===== src/rtl/uart_tx_periph.sv =====
// Sequencer-driven 8N1 UART transmitter: decodes 12-bit instructions, queues bytes in a FIFO, serialises them on tx.
// State table -- IDLE: line high, pop when queued | START: start bit | DATA: 8 bits LSB first | STOP: stop bit
module uart_tx_periph #(
  parameter int          FIFO_LOG  = 3,
  parameter logic [15:0] DIV_RESET = 16'd434
) (
  input  logic        clock,
  input  logic        reset,
  input  logic [11:0] inst,
  input  logic        inst_en,
  output logic        tx,
  output logic        ready,
  output logic        busy,
  output logic        overflow
);

  localparam int DEPTH = 1 << FIFO_LOG;
  localparam logic [FIFO_LOG:0] FULL_CNT = {1'b1, {FIFO_LOG{1'b0}}};

  typedef enum logic [1:0] {IDLE, START, DATA, STOP} state_t;

  state_t               state_q, state_d;
  logic [3:0]           opcode;
  logic [7:0]           imm;
  logic                 push_req, clear, div_lo_wr, div_hi_wr;
  logic [7:0]           mem [DEPTH];
  logic [FIFO_LOG-1:0]  wr_ptr, rd_ptr;
  logic [FIFO_LOG:0]    count_q, count_d;
  logic                 full, pop, push_ok, bit_end, tx_d;
  logic [15:0]          div_q, per_q, cnt_q;
  logic [2:0]           bit_idx_q;
  logic [7:0]           shift_q;

  assign opcode    = inst[11:8];
  assign imm       = inst[7:0];
  assign push_req  = inst_en && (opcode == 4'd1);
  assign div_lo_wr = inst_en && (opcode == 4'd2);
  assign div_hi_wr = inst_en && (opcode == 4'd3);
  assign clear     = inst_en && (opcode == 4'd4);

  assign full    = (count_q == FULL_CNT);
  // A pop in the same cycle frees a slot, so a push into a full FIFO still lands.
  assign push_ok = push_req && (!full || pop);
  assign bit_end = (state_q != IDLE) && (cnt_q == per_q - 16'd1);

  assign ready = (count_q != FULL_CNT);
  assign busy  = (state_q != IDLE) || (count_q != '0);

  always_comb begin
    state_d = state_q;
    pop     = 1'b0;
    tx_d    = 1'b1;
    case (state_q)
      IDLE: begin
        if (count_q != '0) begin
          pop     = 1'b1;
          state_d = START;
        end
      end
      START: begin
        tx_d = 1'b0;
        if (bit_end) state_d = DATA;
      end
      DATA: begin
        tx_d = shift_q[0];
        if (bit_end && (bit_idx_q == 3'd7)) state_d = STOP;
      end
      STOP: begin
        if (bit_end) state_d = IDLE;
      end
      default: state_d = IDLE;
    endcase
  end

  always_comb begin
    count_d = count_q;
    if (clear)
      count_d = '0;
    else if (push_ok && !pop)
      count_d = count_q + (FIFO_LOG+1)'(1);
    else if (pop && !push_ok)
      count_d = count_q - (FIFO_LOG+1)'(1);
  end

  always_ff @(posedge clock) begin
    if (push_ok && !clear) mem[wr_ptr] <= imm;
  end

  always_ff @(posedge clock or negedge reset) begin
    if (!reset) begin
      wr_ptr   <= '0;
      rd_ptr   <= '0;
      count_q  <= '0;
      overflow <= 1'b0;
    end else begin
      count_q <= count_d;
      // CLEAR beats a simultaneous pop; the popped byte is already in the shifter.
      if (clear) begin
        wr_ptr   <= '0;
        rd_ptr   <= '0;
        overflow <= 1'b0;
      end else begin
        if (push_ok) wr_ptr <= wr_ptr + FIFO_LOG'(1);
        if (pop)     rd_ptr <= rd_ptr + FIFO_LOG'(1);
        if (push_req && !push_ok) overflow <= 1'b1;
      end
    end
  end

  always_ff @(posedge clock or negedge reset) begin
    if (!reset) begin
      div_q <= DIV_RESET;
    end else begin
      if (div_lo_wr) div_q[7:0]  <= imm;
      if (div_hi_wr) div_q[15:8] <= imm;
    end
  end

  always_ff @(posedge clock or negedge reset) begin
    if (!reset) begin
      state_q   <= IDLE;
      tx        <= 1'b1;
      cnt_q     <= '0;
      per_q     <= 16'd2;
      bit_idx_q <= '0;
      shift_q   <= '0;
    end else begin
      state_q <= state_d;
      tx      <= tx_d;
      if ((state_q == IDLE) || bit_end)
        cnt_q <= '0;
      else
        cnt_q <= cnt_q + 16'd1;
      if (pop) begin
        shift_q <= mem[rd_ptr];
        per_q   <= (div_q < 16'd2) ? 16'd2 : div_q;
      end else if ((state_q == DATA) && bit_end) begin
        shift_q <= {1'b0, shift_q[7:1]};
      end
      if (state_q == START)
        bit_idx_q <= '0;
      else if ((state_q == DATA) && bit_end)
        bit_idx_q <= bit_idx_q + 3'd1;
    end
  end

endmodule

===== config.mk =====
export PLATFORM = sky130hd
export DESIGN_NAME = uart_tx_periph
export DESIGN_NICKNAME = d
export VERILOG_FILES = /design/src/rtl/uart_tx_periph.sv
export SDC_FILE = /design/constraint.sdc
export NUM_CORES = 1
export LEC_CHECK = 0
export CAP_MARGIN = 10
export CORE_MARGIN = 2
export CORE_UTILIZATION = 50
export DETAILED_ROUTE_END_ITERATION = 10
export DONT_BUFFER_PORTS = 1
export PLACE_DENSITY = 0.64
export SLEW_MARGIN = 20
export SYNTH_ARGS = -nofsm -noshare
export SYNTH_HDL_FRONTEND = slang
export SYNTH_SLANG_ARGS = --single-unit

===== constraint.sdc =====
create_clock -name clock -period 3.7 [get_ports clock]
set_input_delay 0.185 -clock clock [delete_from_list [all_inputs] [get_ports clock]]
set_output_delay 0.185 -clock clock [all_outputs]
set_load 0.01 [all_outputs]

==> Flow_metrics.wiki <==
{| class="wikitable"
! Metric !! Value
|-
| Startpoint of the worst-slack reg-to-reg timing path || per_q[1]
|-
| WP data required || approximately 4.0 ns
|-
| TNS Setup || 0 ns
|-
| Slew @ Worst Pin || 0.968 ns
|-
| Minimum clock period || 3.21 ns
|-
| Filler Cell Count || 994
|-
| Clock buffer depth || 2
|-
| Leakage Power || ~3 nW
|-
| Starting utilization of the core area || 50.7%
|-
| Arrival time reported for the critical path endpoint || around 3.5 ns
|-
| H-tree level count || 4
|-
| Iteration-0 DRC Markers || approximately 310
|-
| Setup clock skew after layout || about 0.0071 ns
|-
| Cts repair resizes || 0
|-
| DIE AREA || 13,600 um2
|-
| Initial antenna violation count || 0
|-
| CTS buffer count || 17
|-
| Result of the run || finished clean
|-
| Pre-antenna DRT Iters || 4
|-
| Dpl hpwl || between 8000 and 9000 um
|-
| Mean area per synthesized cell || approximately 13 um2
|-
| Worst skew pair latency || 0.42 ns
|-
| Headroom to the max-slew limit || between 30% and 40%
|-
| Hold violation count in the final report || 0
|-
| Number of buffers added for setup after CTS || 0
|-
| Ys async rst share || 53.3%
|-
| Detailed-route vias per instance || 5.49
|-
| Share of the clock period used by the worst path || 86.6%
|-
| Count of buffers inserted at the top-level ports || 0
|-
| DRC Markers || 0
|-
| HP Class || input pin to register
|-
| Number of core rows || 41
|-
| Proportion of layout cells with a drive suffix above 1 || 16.7%
|-
| Clock-pin slew on the worst setup and hold paths || 0.06 ns
|-
| Hold bufs inserted after CTS || 10
|-
| WL/cell || 17.8 um
|-
| Worst setup SP type || register
|-
| Sinks on Clock Net || 137
|-
| Boundary pin count || 19
|-
| Post-synthesis cell count || between 500 and 600
|-
| Syn-to-layout area delta || 14.7%
|-
| Weighted congestion reported at the end of routability-driven placement || 0.858
|-
| GRT Total Usage || 21.0%
|-
| EDFF count, synth || 64
|-
| Beginning of the worst hold path || inst[8]
|-
| Area of the mapped netlist || 6320 um2
|-
| Total congestion overflow after global routing || 0
|-
| Via count of the routed design || between 3k and 4k
|-
| Maximum Capacitance Violations || 0
|-
| Utilization of the core after routing || 58.2%
|-
| Worst setup path class || register to register
|-
| Capturing element type of the critical path || register
|-
| Die height || 116 um
|-
| Clock tree from TritonCTS || built
|-
| Unrepaired setup endpoints after global routing || no
|-
| Distinct cell type count after synthesis || 54
|-
| Overall die width || 116 um
|-
| Total core area || approximately 12,000 um2
|-
| Vias in the first global route || 3,940
|-
| Reg-to-reg critical path endpoint || bit_idx_q[1]
|-
| Root Driver || clkbuf_16
|-
| Slowest-stage cell, CP || or4_1
|-
| Largest driver fanout on the critical path || 8
|-
| Number of antenna diodes || 0
|-
| Worst-case hold path end point || overflow
|-
| First-pass GRT wire length || 20,600 um
|-
| Number of cells on the worst reg-to-reg path || 10
|-
| Number of cells traversed by the worst hold path || 3
|-
| FF+latch count, synth || 137
|-
| Post-layout nets || 550
|-
| DRT antenna net count || 0
|-
| Post-Syn Nets || 530
|-
| Number of pins with negative max-slew slack in the final report || 0
|-
| YS warnings || 0
|-
| Total wire length after detailed routing || 12,600 um
|-
| Ordered cell list for the critical path || inv_1, ha_1, xnor2_1, a211oi_1, o211ai_1, or4b_1, or4_1, buf_4, mux2i_1, nor2_1
|-
| Max incr delay on CP || ~0.71 ns
|-
| Register-to-register setup slack || 0.49 ns
|-
| Seq/Total Area, Yosys || 59.4%
|-
| Total of endpoints with negative setup slack in the final report || 0
|-
| Leading register cell type out of synthesis || dfrtp_1
|-
| Maximum VDD drop || 600 uV
|-
| Largest net degree at the start of global routing || 74
|-
| Peak Freq || 312 MHz
|-
| Power per cell area || 760 nW/um2
|}
routing by layer:
layer	vias to the layer above	wire length, um	share of wire (%)	track usage, %
met4	0	238	1.9	8.17
met2	73	6220	49	34.1
met5	-	0	0	0
li1	1841	-	-	-
met3	17	511	4.1	6.28
met1	1946	5610	45	26.5
flip-flops by register name (all words and copies together), names as in the netlist, 4 cells and up:
| name | flops |
|---|---|
| mem | 64 |
| div_q | 16 |
| cnt_q | 16 |
| count_q | 4 |
| per_q | 16 |
| shift_q | 8 |
how the worst max path moves through the flow:
stage / from / end / cells after the start
finish: per_q[1] / bit_idx_q[1] / 10
global route: per_q[0] / cnt_q[4] / 8
CTS: per_q[1] / bit_idx_q[1] / 10
detailed placement: per_q[1] / bit_idx_q[1] / 10
global placement: per_q[1] / bit_idx_q[1] / 10
floorplan: per_q[0] / shift_q[5] / 9
cells by family (layout without fill, tap and decap cells):
group / count (synthesis) / count (layout) / synth area share (%)
flip-flops: 137 / 137 / 59.4
AND/OR/NAND/NOR: 191 / 191 / 14.6
XOR/XNOR: 44 / 44 / 6.10
buffers and inverters: 30 / 63 / 1.98
AO/OA/AOI/OAI: 38 / 38 / 4.02
adder cells (fa/ha/maj): 14 / 14 / 2.89
multiplexers: 47 / 47 / 11.0
placed cells by master, fill, tap and decap left out, types with 5 or more instances in the layout:
| cell type | synthesis | final |
|---|---|---|
| edfxtp_1 | 64 | 64 |
| xor2_1 | 23 | 23 |
| o21ai_0 | 6 | 6 |
| mux4_2 | 16 | 16 |
| clkbuf_16 | 0 | 17 |
| mux2i_1 | 12 | 12 |
| nor3_1 | 7 | 7 |
| nor4_1 | 8 | 7 |
| nand2b_1 | 9 | 9 |
| nand3_1 | 16 | 16 |
| xnor2_1 | 21 | 21 |
| ha_1 | 13 | 13 |
| inv_1 | 9 | 9 |
| nor2_1 | 48 | 48 |
| dfstp_2 | 7 | 7 |
| and2_1 | 6 | 6 |
| dlygate4sd3_1 | 0 | 9 |
| mux2_2 | 17 | 17 |
| a21oi_1 | 5 | 5 |
| o21ai_1 | 8 | 8 |
| buf_4 | 0 | 11 |
| nand2_1 | 72 | 72 |
| dfrtp_1 | 66 | 66 |
critical path: cells and delay by family, from the launching register on:
kind            cells  cell delay, ns
mux                 1            0.16
xor+xnor            1            0.13
simple gates        3            1.33
compound gates      2            0.33
buf+inv             2            0.31
flops               1            0.54
fa+ha+maj           1            0.29
cell usage after synthesis (6+ instances only):
cell	count	area, um2
nor2_1	48	180
edfxtp_1	64	1920
inv_1	9	33.8
mux2_2	17	191
o21ai_0	6	30.0
xor2_1	23	201
nor3_1	7	35.0
nand2_1	72	270
nor4_1	8	50.1
clkbuf_1	13	48.8
and2_1	6	37.5
nand3_1	16	80.1
o21ai_1	8	40.0
xnor2_1	21	184
ha_1	13	163
dfstp_2	7	184
nand2b_1	9	56.3
mux2i_1	12	120
mux4_2	16	360
dfrtp_1	66	1650
where the power goes:
group	internal [mW]	total [mW]	leakage, nW	switching [mW]
clock network	1.01	1.69	0.283	0.678
logic	0.768	1.61	1.13	0.840
registers	1.87	2.22	1.50	0.353
per-stage QoR:
stage               setup slack (ns)  instance area (um2)  instances  total power, mW  hold slack (ns)
floorplan                      0.697                 6320        501             3.42           -0.111
global placement               0.541                 6550        664             3.75           -0.108
detailed placement             0.469                 6550        664             3.83           -0.108
CTS                            0.459                 7250        706             5.57           0.0797
global route                   0.228                 7250        706             5.86           0.0992
finish                         0.495                 7250        706             5.52            0.107
final cells by class:
cell class	count	area, um2	share of cell area, %
Timing Repair Buffer	21	200	2.76
Sequential cell	137	3760	51.8
Inverter	10	37.5	0.517
Clock inverter	14	163	2.24
Clock buffer	18	429	5.92
Multi-Input combinational cell	334	2450	33.8
Tap cell	172	215	2.97
No activity file was read; power rests on OpenSTA's default activity.
